[config.mk]
export PLATFORM = sky130hd
export DESIGN_NAME = conv_encoder_k7
export DESIGN_NICKNAME = d
export VERILOG_FILES = /design/src/rtl/conv_encoder_k7.sv
export SDC_FILE = /design/constraint.sdc
export NUM_CORES = 1
export LEC_CHECK = 0
export CAP_MARGIN = 10
export CORE_ASPECT_RATIO = 1.25
export CORE_MARGIN = 2
export CORE_UTILIZATION = 45
export CTS_BUF_LIST = sky130_fd_sc_hd__clkbuf_16
export CTS_CLUSTER_DIAMETER = 150
export DETAILED_ROUTE_END_ITERATION = 10
export DONT_BUFFER_PORTS = 1
export GPL_TIMING_DRIVEN = 0
export PLACE_DENSITY = 0.7
export SLEW_MARGIN = 20
export SYNTH_ARGS = -nofsm -noshare
export SYNTH_HDL_FRONTEND = slang
export SYNTH_SLANG_ARGS = --single-unit
[constraint.sdc]
create_clock -name clk -period 3.7 [get_ports clk]
set_input_delay 0.74 -clock clk [delete_from_list [all_inputs] [get_ports clk]]
set_output_delay 0.74 -clock clk [all_outputs]
set_load 0.01 [all_outputs]
[src/rtl/conv_encoder_k7.sv]
// Rate-1/2 K=7 convolutional encoder with zero-tail termination and
// optional puncturing to rate 2/3 or 3/4, one coded symbol per beat.
module conv_encoder_k7 #(
  parameter int             K  = 7,
  parameter logic [K-1:0]   G0 = 7'o171,
  parameter logic [K-1:0]   G1 = 7'o133
) (
  input  logic       clk,
  input  logic       reset,
  input  logic [1:0] rate_mode,
  input  logic       in_valid,
  output logic       in_ready,
  input  logic       in_bit,
  input  logic       in_last,
  output logic       out_valid,
  input  logic       out_ready,
  output logic [1:0] out_sym,
  output logic [1:0] out_mask,
  output logic       out_last,
  output logic       busy
);

  localparam int TCW = $clog2(K - 1);
  localparam logic [TCW-1:0] TC_LAST = TCW'(K - 2);
  localparam logic [TCW-1:0] TC_ONE  = TCW'(1);

  typedef enum logic [1:0] {IDLE, DATA, TAIL} state_t;

  state_t         state;
  logic [K-2:0]   sr;
  logic [1:0]     pc;
  logic [TCW-1:0] tc;
  logic [1:0]     mode_r;

  logic           produce;
  logic           accept;
  logic           fire;
  logic [1:0]     mode_in;
  logic [1:0]     mode_cur;
  logic [K-2:0]   sr_cur;
  logic [1:0]     pc_cur;
  logic [1:0]     pc_next;
  logic [1:0]     mask;
  logic           b;
  logic [K-1:0]   w;
  logic           a_bit;
  logic           b_bit;

  assign busy = (state != IDLE);

  // A fresh frame starts from a cleared register and puncture phase, so IDLE
  // encodes against zeros instead of waiting a cycle for the clear to land.
  always_comb begin
    produce  = !out_valid || out_ready;
    in_ready = (state != TAIL) && produce;
    accept   = in_valid && in_ready;
    fire     = accept || ((state == TAIL) && produce);
    mode_in  = (rate_mode == 2'd3) ? 2'd0 : rate_mode;
    mode_cur = (state == IDLE) ? mode_in : mode_r;
    sr_cur   = (state == IDLE) ? '0 : sr;
    pc_cur   = (state == IDLE) ? 2'd0 : pc;
    b        = (state == TAIL) ? 1'b0 : in_bit;
    w        = {b, sr_cur};
    a_bit    = ^(w & G0);
    b_bit    = ^(w & G1);
    mask     = 2'b11;
    pc_next  = 2'd0;
    case (mode_cur)
      2'd1: begin
        mask    = (pc_cur == 2'd0) ? 2'b11 : 2'b01;
        pc_next = (pc_cur == 2'd1) ? 2'd0 : pc_cur + 2'd1;
      end
      2'd2: begin
        case (pc_cur)
          2'd0:    mask = 2'b11;
          2'd1:    mask = 2'b01;
          default: mask = 2'b10;
        endcase
        pc_next = (pc_cur == 2'd2) ? 2'd0 : pc_cur + 2'd1;
      end
      default: begin
        mask    = 2'b11;
        pc_next = 2'd0;
      end
    endcase
  end

  always_ff @(posedge clk) begin
    if (reset) begin
      state     <= IDLE;
      sr        <= '0;
      pc        <= 2'd0;
      tc        <= '0;
      mode_r    <= 2'd0;
      out_valid <= 1'b0;
      out_sym   <= 2'b00;
      out_mask  <= 2'b00;
      out_last  <= 1'b0;
    end else if (fire) begin
      out_valid <= 1'b1;
      out_sym   <= {b_bit, a_bit} & mask;
      out_mask  <= mask;
      out_last  <= 1'b0;
      sr        <= {b, sr_cur[K-2:1]};
      pc        <= pc_next;
      case (state)
        IDLE: begin
          mode_r <= mode_in;
          tc     <= '0;
          state  <= in_last ? TAIL : DATA;
        end
        DATA: begin
          tc <= '0;
          if (in_last) state <= TAIL;
        end
        default: begin
          tc <= tc + TC_ONE;
          if (tc == TC_LAST) begin
            out_last <= 1'b1;
            state    <= IDLE;
          end
        end
      endcase
    end else if (out_ready) begin
      out_valid <= 1'b0;
    end
  end

endmodule

-- After elaboration in Yosys (flattened, before gate mapping)
Index checks and enable logic that the tools add are counted.
- register bits: 21
- latch bits: 0
- RAM bits: 0
- memory bits (read-only): 0
- input bits: 8
- output and inout port bits: 8
- memories kept: 0
- $add $sub $neg: 2
- multipliers: 0
- div/mod/pow operators: 0
- $lt $le $gt $ge: 0
- equal/unequal tests: 10
- shifts and indexed selects: 0
- multiplexer cells: 20
- bitwise logic cells: 1
- reduce and logical (&&, ||, !) cells: 15
- operator list (operator ; number):
    $mux 2 ; 9
    $pmux 2 s2 ; 4
    $reduce_xor 7->1 ; 2
    $eq 2x2->1 const B ; 4
    $eq 2x1->1 const B ; 3
    $mux 6 ; 1
    $mux 1 ; 5
    $logic_not 2->1 ; 2
    $ne 2x2->1 const B ; 2
    $reduce_bool 2->1 ; 2
    $add 3x1->3 const B ; 1
    $eq 3x3->1 const B ; 1
    $logic_and 1x1->1 ; 3
    $mux 3 ; 1
    $reduce_and 3->1 ; 1
    $reduce_bool 3->1 ; 1
    $add 2x1->2 const B ; 1
    $and 2x2->2 ; 1
    $logic_or 1x1->1 ; 2
    $reduce_or 2->1 ; 1
    $logic_not 1->1 ; 1

-- Logic depth before layout (Yosys ltp)
- word-level depth: 6
- depth in mapped cells: 10

-- Worst setup path before layout
No wires, ideal clock.
- path type: input -> register
- from: input port rate_mode[0]
- to: register out_mask[1]
- setup time: 135 ps
- arrival time: 1818 ps
- path slack: 1747 ps
- cell stages on the path: 7
- path buffers: 0
- cell sequence: nor3b_1 -> a21oi_1 -> inv_1 -> ha_1 -> a21o_1 -> a21oi_1 -> a211oi_1
- cells in the longest elaborated chain, start to end: 5
- ends and longest elaborated chain (item ; RTL line ; source):
    start, declared ; 10 ; input logic [1:0] rate_mode,
    $eq 2x2->1 ; 58 ; mode_in = (rate_mode == 2'd3) ? 2'd0 : rate_mode;
    $mux 2 (*) ; 58 ;
    $mux 2 (*) ; - ;
    net mode_cur[0] ; 39 ; logic [1:0] mode_cur;
    $eq 2x2->1 or $eq 2x1->1 (tied branches) ; 68 ; case (mode_cur)
    $pmux 2 s2 (*) ; 68 ;
    end signal, assigned ; 102 ; out_mask <= mask;
    end, declared ; 18 ; output logic [1:0] out_mask,
The timed path passes the listed nets; every way through them passes the cells marked *.
A chain may end at the register's enable or synchronous reset.

-- Worst setup path after layout
- from: register state[0]
- to: register out_mask[0]
- RTL lines (item ; RTL line ; source):
    start, declared ; 29 ; state_t state;
    start signal, assigned ; 110 ; state <= in_last ? TAIL : DATA;
    $logic_not 2->1 (*) ; 59 ; mode_cur = (state == IDLE) ? mode_in : mode_r;
    $mux 2 (*) ; - ;
    net mode_cur[1] ; 39 ;
    $eq 2x2->1 or $eq 2x1->1 (tied branches) ; 68 ;
    $pmux 2 s2 (*) ; 68 ;
Marked as above.

==> results.cfg <==
[timing]
rsz0062_at_grt = false
maxSlewViolCount = 0
setup_ws_ns = 1.59
tightest_slew_ns = 0.504
fin_crit_ns = 2.11
setup_tns_ns = 0
post-route-period-util = 0.569
setup_viol = 0
worst_hold_slack_ns = 0.471
maxSlewHeadroom = 0.664
finalHoldViolations = 0
finalClockSkew_ns = 0.00313
max_freq_mhz = 475

[final_layout]
postLayoutCoreUtil = 0.538
area_delta_synth_final_pct = 10.9
fillCellCount = 225
design_area_mm2 = 0.00120
nets = 144
diodes = 0
layout-drive-gt1-share = 0.115

[logic_synthesis]
synth_area_mm2 = 0.00108
syn_avg_cell_area_um2 = 8.60
syn-num-nets = 139
ys_warn_count = 0
yosysUniqueCellTypes = 35
synth.yosys.seq_area_share = 0.388
ys_ff_latch = 21
synthCells = 126

[power_and_ir_drop]
p_seq_frac = 0.443
p_sw_uw = 145
p_clk_frac = 0.392
p_comb_frac = 0.166
swShare = 0.257
p_per_area_mw_per_mm2 = 469
ir_drop_uv = 287
internal_power_uw = 419
power.leakage_uw = 0.000469

[global_route]
grt_max_degree = 12
grt_pass1_wl_mm = 3.65
groute.usage.overall = 0.182
grt_pass1_vias = 876
antenna_found_initial = 0
grt_overflow = 0

[floorplan]
die_x_um = 47.9
core_area_mm2 = 0.00223
fp.dieH_um = 58.9
floorplan.initialDensity = 0.485
rows = 19
io_pins = 16
fp.dieArea_mm2 = 0.00282

[clock_tree]
cts_setup_buffers = 0
cts_tree = done
post_cts_resized = 0
insertion_delay_ns = 0.25
clock_sinks = 21
cts_hold_buf = 0
cts_made_buffers = 3
cts_buffer_depth = 2
htree_num_levels = 1
clock_tree.root_cell = clkbuf_16
clk_pin_slew_ns = 0.05

[run_status]
status = finished, final reports clean

[setup_path]
rr_startpoint = state[0]$_SDFFE_PP0P_
critPathLaunch = state[0]$_SDFFE_PP0P_
path_class = register to register
worst-r2r-cell-count = 8
cp-start-kind = register
r2r_slack_ns = 1.59
critPathCapture = out_mask[0]$_SDFFE_PP0P_
cp-end-kind = register
crit_fanout = 10
reg2reg_to = out_mask[0]$_SDFFE_PP0P_
worstPathArrival_ns = 2.22
critPathRequiredTime_ns = 3.81

[place]
placed_area_mm2 = 0.00112
port_buffers = 0
post-place-ws_ns = 1.57
dp_hpwl_mm = 1.59
gp_routability_congestion = 0.878

[worst_hold_path]
min_from = sr[0]$_SDFFE_PP0P_
hp-class = register to register

[detailed_routing]
drt_iter0_markers = 15
wl_per_cell_um = 13.7
antenna_left = 0
first_pass_iters = 4
viasPerCell = 5.43
drcViolationCount = 0
vias = 874
routed_wl_mm = 2.20

[flow_run]
max_cap_violations = 0
-- cells in the final DEF (no fill, tap or decap), types with 2 or more instances in the layout --
cell type	count
a211oi_1	5
a21oi_1	18
a21oi_2	2
buf_2	3
buf_6	2
clkbuf_1	2
clkbuf_16	3
dfxtp_1	21
ha_1	5
inv_1	5
nand2_1	11
nand3_1	6
nand3b_1	4
nand4b_1	2
nor2_1	10
nor2b_1	2
nor3b_1	4
o21ai_0	3
xor2_1	5
-- power groups by stage --
stage	combinational (µW)	clock, µW	sequential [µW]
5_1_grt	104	231	251
6_report	93.4	221	250
4_1_cts	94.9	227	250
2_1_floorplan	75.5	0	252
3_5_place_dp	94.6	0	254
3_3_place_gp	91.7	0	254
-- layer usage --
metal  GRT usage  routed length (µm)  vias up
met5           0                   0        -
met4      0.0965                  44        0
met3      0.0399                  68        5
met2       0.316                1130       11
met1       0.193                 952      407
li1            -                   -      451
-- per-stage QoR --
stage,power (µW),std cells
after floorplan,328,126
after global placement,346,157
after detailed placement,349,157
after CTS,571,161
after global routing,587,161
final,564,161
-- kinds of logic after synthesis --
family | share of synthesized area
DFF | 0.388
AOI/OAI and AO/OA | 0.219
and+or+nand+nor | 0.232
buffers and inverters | 0.0624
xor gates and xnor gates | 0.0404
adders and majority gates | 0.0577
-- sequential cells by signal (all words and copies together) (netlist names) --
signal / count
mode_r: 2
out_last: 1
out_mask: 2
out_sym: 2
out_valid: 1
pc: 2
sr: 6
state: 2
tc: 3
-- cell usage after synthesis --
cell      count  area, µm²
dfxtp_1      21        420
a21oi_1      18       90.1
nand2_1      11       41.3
nor2_1       10       37.5
nand3_1       6       30.0
a211oi_1      5       37.5
ha_1          5       62.6
xor2_1        5       43.8
inv_1         4       15.0
nand3b_1      4       30.0
nor3b_1       4       30.0
buf_2         3       15.0
o21ai_0       3       15.0
a21oi_2       2       17.5
buf_6         2       22.5
clkbuf_1      2       7.51
nand4b_1      2       17.5
nor2b_1       2       12.5
a2111o_1      1       11.3
a21boi_0      1       7.51
a21o_1        1       7.51
a311oi_2      1       15.0
a31oi_1       1       6.26
and2b_1       1       7.51
and3_1        1       6.26
buf_4         1       7.51
nand2b_1      1       6.26
nand2b_2      1       8.76
nor2_2        1       6.26
nor3_1        1       5.00
o21ai_1       1       5.00
o41ai_1       1       8.76
o41ai_2       1       16.3
or2_1         1       6.26
or3_1         1       6.26
-- critical path: stages, from the launching register on --
cell and delay (ns):
dfxtp_1 0.34, or2_1 0.23, buf_6 0.14, buf_6 0.14
a21oi_1 0.23, inv_1 0.09, ha_1 0.34, a211oi_1 0.34
a211oi_1 0.13
-- area by class of cell --
type | instances | area [µm²] | area share
Clock buffer | 3 | 75.1 | 0.0625
Tap cell | 31 | 38.8 | 0.0323
Inverter | 4 | 15.0 | 0.0125
Multi-Input combinational cell | 93 | 596 | 0.496
Sequential cell | 21 | 420 | 0.350
Clock inverter | 1 | 3.75 | 0.00313
Buffer | 8 | 52.6 | 0.0438
-- worst min path at each step --
stage	cells after the start	endpoint	slack, ns
global route	2	sr[1]$_SDFFE_PP0P_	0.50
detailed placement	2	sr[0]$_SDFFE_PP0P_	0.47
global placement	2	sr[1]$_SDFFE_PP0P_	0.46
floorplan	2	sr[0]$_SDFFE_PP0P_	0.44
finish	2	sr[0]$_SDFFE_PP0P_	0.47
CTS	2	sr[0]$_SDFFE_PP0P_	0.47
(Power assumes the default switching activity.)
